**config.mk**
```make
export PLATFORM = sky130hd
export DESIGN_NAME = pipe_stage_hs
export DESIGN_NICKNAME = d
export VERILOG_FILES = /design/src/rtl/pipe_stage_hs.sv
export SDC_FILE = /design/constraint.sdc
export NUM_CORES = 1
export LEC_CHECK = 0
export CAP_MARGIN = 20
export CORE_UTILIZATION = 35
export DETAILED_ROUTE_END_ITERATION = 8
export GPL_ROUTABILITY_DRIVEN = 0
export PLACE_DENSITY_LB_ADDON = 0.3
export SKIP_CTS_REPAIR_TIMING = 1
export SYNTH_ARGS = -nofsm -noshare
export SYNTH_HDL_FRONTEND = slang
export SYNTH_SLANG_ARGS = --single-unit
```
**constraint.sdc**
```tcl
create_clock -name clk -period 2.8 [get_ports clk]
set_input_delay 0.56 -clock clk [delete_from_list [all_inputs] [get_ports clk]]
set_output_delay 0.56 -clock clk [all_outputs]
set_load 0.02 [all_outputs]
```
**src/rtl/pipe_stage_hs.sv**
```systemverilog
`default_nettype none
// ============================================================================
// Module   : pipe_stage_hs
// Purpose  : Generic pipeline-boundary register with valid/ready handshake,
//            stall and flush. Carries a control bundle and a datapath bundle.
//            With SKID_EN=1 a second (skid) entry lets in_ready be driven
//            from state only, cutting the combinational ready path between
//            stages. With SKID_EN=0 it is a single entry whose in_ready
//            passes out_ready through.
// Ports    : clk        stage clock, rising edge
//            rst_n      asynchronous active-low reset
//            stall      hold the stage (no accept, no emit, state frozen)
//            flush      kill all held and incoming entries
//            in_valid   upstream entry valid
//            in_ready   stage can accept this cycle
//            in_ctrl    upstream control bundle  [CTRL_W]
//            in_data    upstream datapath bundle [DATA_W]
//            out_valid  entry presented downstream
//            out_ready  downstream accepts
//            out_ctrl   control bundle, zero whenever out_valid=0 [CTRL_W]
//            out_data   datapath bundle of the head entry         [DATA_W]
//            occ        number of held entries, 0..2
// Revision : 1.0 - initial release
// ============================================================================
module pipe_stage_hs #(
  parameter int CTRL_W  = 8,
  parameter int DATA_W  = 101,
  parameter int SKID_EN = 1
) (
  input  logic              clk,
  input  logic              rst_n,
  input  logic              stall,
  input  logic              flush,
  input  logic              in_valid,
  output logic              in_ready,
  input  logic [CTRL_W-1:0] in_ctrl,
  input  logic [DATA_W-1:0] in_data,
  output logic              out_valid,
  input  logic              out_ready,
  output logic [CTRL_W-1:0] out_ctrl,
  output logic [DATA_W-1:0] out_data,
  output logic [1:0]        occ
);

  // Occupancy doubles as the control state: EMPTY/ONE/FULL = 0/1/2 entries.
  typedef enum logic [1:0] {
    ST_EMPTY = 2'd0,
    ST_ONE   = 2'd1,
    ST_FULL  = 2'd2
  } state_t;

  state_t              r_state;
  logic                r_m_valid;
  logic [CTRL_W-1:0]   r_m_ctrl;
  logic [DATA_W-1:0]   r_m_data;

  logic                w_in_ready;
  logic                w_out_valid;
  logic                w_accept;
  logic                w_pop;

  assign w_out_valid = r_m_valid & ~stall & ~flush;
  assign w_pop       = w_out_valid & out_ready;
  assign w_accept    = in_valid & w_in_ready;

  assign in_ready  = w_in_ready;
  assign out_valid = w_out_valid;
  // A bubble must never carry write enables downstream.
  assign out_ctrl  = w_out_valid ? r_m_ctrl : '0;
  assign out_data  = r_m_data;
  assign occ       = r_state;

  generate
    if (SKID_EN != 0) begin : g_skid
      logic              r_s_valid;
      logic [CTRL_W-1:0] r_s_ctrl;
      logic [DATA_W-1:0] r_s_data;

      // Only registered state feeds in_ready; out_ready has no path here.
      assign w_in_ready = ~r_s_valid & ~stall & ~flush;

      always_ff @(posedge clk or negedge rst_n) begin
        if (!rst_n) begin
          r_state   <= ST_EMPTY;
          r_m_valid <= 1'b0;
          r_m_ctrl  <= '0;
          r_m_data  <= '0;
          r_s_valid <= 1'b0;
          r_s_ctrl  <= '0;
          r_s_data  <= '0;
        end else if (flush) begin
          r_state   <= ST_EMPTY;
          r_m_valid <= 1'b0;
          r_m_ctrl  <= '0;
          r_m_data  <= '0;
          r_s_valid <= 1'b0;
          r_s_ctrl  <= '0;
          r_s_data  <= '0;
        end else if (!stall) begin
          case (r_state)
            ST_EMPTY: begin
              if (w_accept) begin
                r_m_valid <= 1'b1;
                r_m_ctrl  <= in_ctrl;
                r_m_data  <= in_data;
                r_state   <= ST_ONE;
              end
            end
            ST_ONE: begin
              if (w_accept && w_pop) begin
                r_m_ctrl <= in_ctrl;
                r_m_data <= in_data;
              end else if (w_accept) begin
                // Head is blocked: park the new entry behind it.
                r_s_valid <= 1'b1;
                r_s_ctrl  <= in_ctrl;
                r_s_data  <= in_data;
                r_state   <= ST_FULL;
              end else if (w_pop) begin
                r_m_valid <= 1'b0;
                r_state   <= ST_EMPTY;
              end
            end
            ST_FULL: begin
              if (w_pop) begin
                r_m_ctrl  <= r_s_ctrl;
                r_m_data  <= r_s_data;
                r_s_valid <= 1'b0;
                r_s_ctrl  <= '0;
                r_state   <= ST_ONE;
              end
            end
            default: begin
              // Unreachable encoding: recover to a clean empty stage.
              r_state   <= ST_EMPTY;
              r_m_valid <= 1'b0;
              r_s_valid <= 1'b0;
            end
          endcase
        end
      end
    end else begin : g_single
      // Accept while empty or while the held entry leaves this same cycle.
      assign w_in_ready = (~r_m_valid | out_ready) & ~stall & ~flush;

      always_ff @(posedge clk or negedge rst_n) begin
        if (!rst_n) begin
          r_state   <= ST_EMPTY;
          r_m_valid <= 1'b0;
          r_m_ctrl  <= '0;
          r_m_data  <= '0;
        end else if (flush) begin
          r_state   <= ST_EMPTY;
          r_m_valid <= 1'b0;
          r_m_ctrl  <= '0;
          r_m_data  <= '0;
        end else if (!stall) begin
          if (w_accept) begin
            r_m_valid <= 1'b1;
            r_m_ctrl  <= in_ctrl;
            r_m_data  <= in_data;
            r_state   <= ST_ONE;
          end else if (w_pop) begin
            r_m_valid <= 1'b0;
            r_state   <= ST_EMPTY;
          end
        end
      end
    end
  endgenerate

endmodule
`default_nettype wire

```
==> metrics.md <==
| Metric | Value |
|---|---|
| Synth Instances | 887 |
| Layout cell share with drive strength beyond 1 | 7.21% |
| Die Span X | 168 um |
| Max-slew violation count | 0 |
| Synthesized area per cell | 10.9 um^2 |
| Layout net count | 1216 |
| Post-route ant nets | 0 |
| DPL Wire Length | 15.9 mm |
| Die ar. | 0.0283 mm^2 |
| Util after Layout | 48.9% |
| # DRC | 0 |
| Maxcap violations | 0 |
| Total design power | 8700 uW |
| Syn Nets | 1006 |
| Diode count | 0 |
| Register Area | 0.00556 mm^2 |
| Final setup viols | 0 |
| # fillers | 2418 |
| Post-Layout Cell Count | 1451 |
| Worst setup EP type | output port |
| Vias per inst | 5.19 |
| Cell variety after synth | 35 |
| Std cell rows | 60 |
| Final TNS setup | 0 ns |
| Pwr/cell area | 659 mW/mm^2 |
| Area Growth Syn to Fin | 36.8% |
| Clk_skew | 0.0102 ns |
| Crit path DAT | 2.16 ns |
| Static Leakage | 0.00548 uW |
| CTS root buf | clkbuf_16 |
| HP Class | reg2reg |
| FMAX | 0.368 GHz |
| Mapped Area | 0.00966 mm^2 |
| Rel. slew slack | 37.1% |
| Worst skew pair latency | 0.52 ns |
| Post-synth EDFFs | 0 |
| Crit-path max FO | 9 |
| Placed instance count | 1411 |
| # IOs | 228 |
| WS Path Type | in2out |
| VDD IR max | 0.000313 V |
| Starting Density | 35.7% |
| Drt total wl | 25.9 mm |
| Clock slew at reported path FFs | 0.06 ns |
| First-pass GRT wire length | 42.2 mm |
| Fraction of registers with async set/reset | 100% |
| Count of buffers from port buffering | 227 |
| Run status | completed |
| Most common cell after layout, fill and taps aside | clkdlybuf4s50_1 |
| Startpoint types | input port |
| Num Clock Sinks | 222 |
| Critical Path RT | 2.24 ns |
| Core Box Area | 0.0270 mm^2 |
| RSZ-0062 raised after global routing | false |
| CTS max path bufs | 3 |
| TritonCTS Buffers | 24 |
| Number of global-route vias before repair | 7605 |
| TritonRoute pass-1 iters | 7 |
| Seq/Total Area, Yosys | 57.5% |
| Iteration-0 DRC Markers | 542 |
| Clock tree from TritonCTS | yes |
| Number of synthesized register bits | 222 |
| Area after DPL | 0.0124 mm^2 |
| Tcrit/Tclk final | 97.1% |
| Routed wire per std cell | 17.8 um |
| Period minus WS final | 2.72 ns |
| Initial antenna violation count | 0 |
| Largest net degree at the start of global routing | 102 |
| H-tree depth | 1 |
| Area of the multi-input gates | 0.00381 mm^2 |
| Fin area | 0.0132 mm^2 |
| Synth warnings | 0 |
| Grt ovf | 0 |
| Most frequent cells in the layout | clkdlybuf4s50_1, dfrtp_1, nand2_1, o2bb2ai_1, o21ai_0 |
| Hold Fails Final Rpt | 0 |
| Via Count | 7532 |
| Top_reg_cell synth | dfrtp_1 |
| Die Y | 168 um |
| Tot GR Track Use | 18.6% |
| Worst-margin pin slew | 0.944 ns |
## report_power, final
group | total, uW | switching (uW) | internal (uW) | leakage, uW
clock network | 3230 | 1250 | 1980 | 0.000398
registers | 3750 | 209 | 3550 | 0.00297
logic | 1720 | 936 | 783 | 0.00211
total | 8700 | 2400 | 6300 | 0.00548
## synthesized netlist by cell type (2+ instances only)
cell type    n  area [um^2]
a22o_1       8         70.1
ha_1         4         50.1
inv_1        5         18.8
and3_1       8         50.1
nor2_1       5         18.8
o2bb2ai_1  109          955
nand2_1    204          766
mux2i_1    101         1010
mux2_4       2         30.0
nor3_1       2         10.0
buf_1       11         41.3
nor4_1       2         12.5
clkbuf_1    37          139
a21oi_1     13         65.1
o21ai_0    102          510
nand2b_1     3         18.8
a31oi_1      2         12.5
buf_2       22          110
nor2b_1      9         56.3
dfrtp_1    222         5560
buf_4        2         15.0
## registers in the layout (all words and copies together) (netlist names)
name,count
g_skid.r_s_data,101
r_m_ctrl,8
g_skid.r_s_valid,1
r_m_valid,1
out_data,101
g_skid.r_s_ctrl,8
occ,2
## final cells by class
class,count,share of cell area [%]
multi-input cells,587,28.8
repair buffers,257,19.6
well taps,341,3.23
flip-flops and latches,222,42.0
clock inverters,4,0.530
clock buffers,35,5.55
inverters,5,0.152
## worst max-delay path, stage by stage
cell	delay, ns
clkdlybuf4s50_1	0.46
nor2_1	0.12
buf_4	0.22
and3_1	0.19
clkdlybuf4s50_1	0.60
## logic make-up (layout without fill, tap and decap cells)
logic type | Yosys count | after routing | synth area share [%]
AOI/OAI and AO/OA | 242 | 242 | 17.5
and+or+nand+nor | 238 | 238 | 10.1
DFF | 222 | 222 | 57.5
buffers and inverters | 78 | 301 | 3.47
adders and majority gates | 4 | 4 | 0.518
muxes | 103 | 103 | 10.8
## stage by stage
stage,hold WS (ns),setup WS [ns]
final,0.477,0.0806
after global routing,0.494,0.00177
after CTS,-0.0234,0.0723
after detailed placement,0.470,0.0873
after global placement,0.461,0.103
after floorplan,0.264,0.713
## path summary, 6_finish.rpt
check,endpoint,start,slack (ns),cells past startpoint
setup / recovery,out_ctrl[2],stall,0.08,5
hold / removal,g_skid.r_s_data[20]$_DFFE_PN0P_,g_skid.r_s_data[20]$_DFFE_PN0P_,0.48,2
setup reg to reg,out_data[13]$_DFFE_PN0P_,occ[1]$_DFFE_PN0P_,0.50,8
hold reg to reg,g_skid.r_s_data[20]$_DFFE_PN0P_,g_skid.r_s_data[20]$_DFFE_PN0P_,0.48,2
max in group asynchronous,g_skid.r_s_data[41]$_DFFE_PN0P_,rst_n,1.46,3
min in group asynchronous,g_skid.r_s_data[18]$_DFFE_PN0P_,rst_n,0.58,2
## routing by layer
layer	GRT usage, %	routed length, um	vias up	share of wire (%)
met5	0	0	-	0
met4	4.62	495	0	1.9
met3	3.86	1540	36	6.0
met2	29.1	11500	220	45
met1	26.3	12300	3715	47
li1	-	-	3561	-
Note: power is estimated with default switching activity, not from simulation.
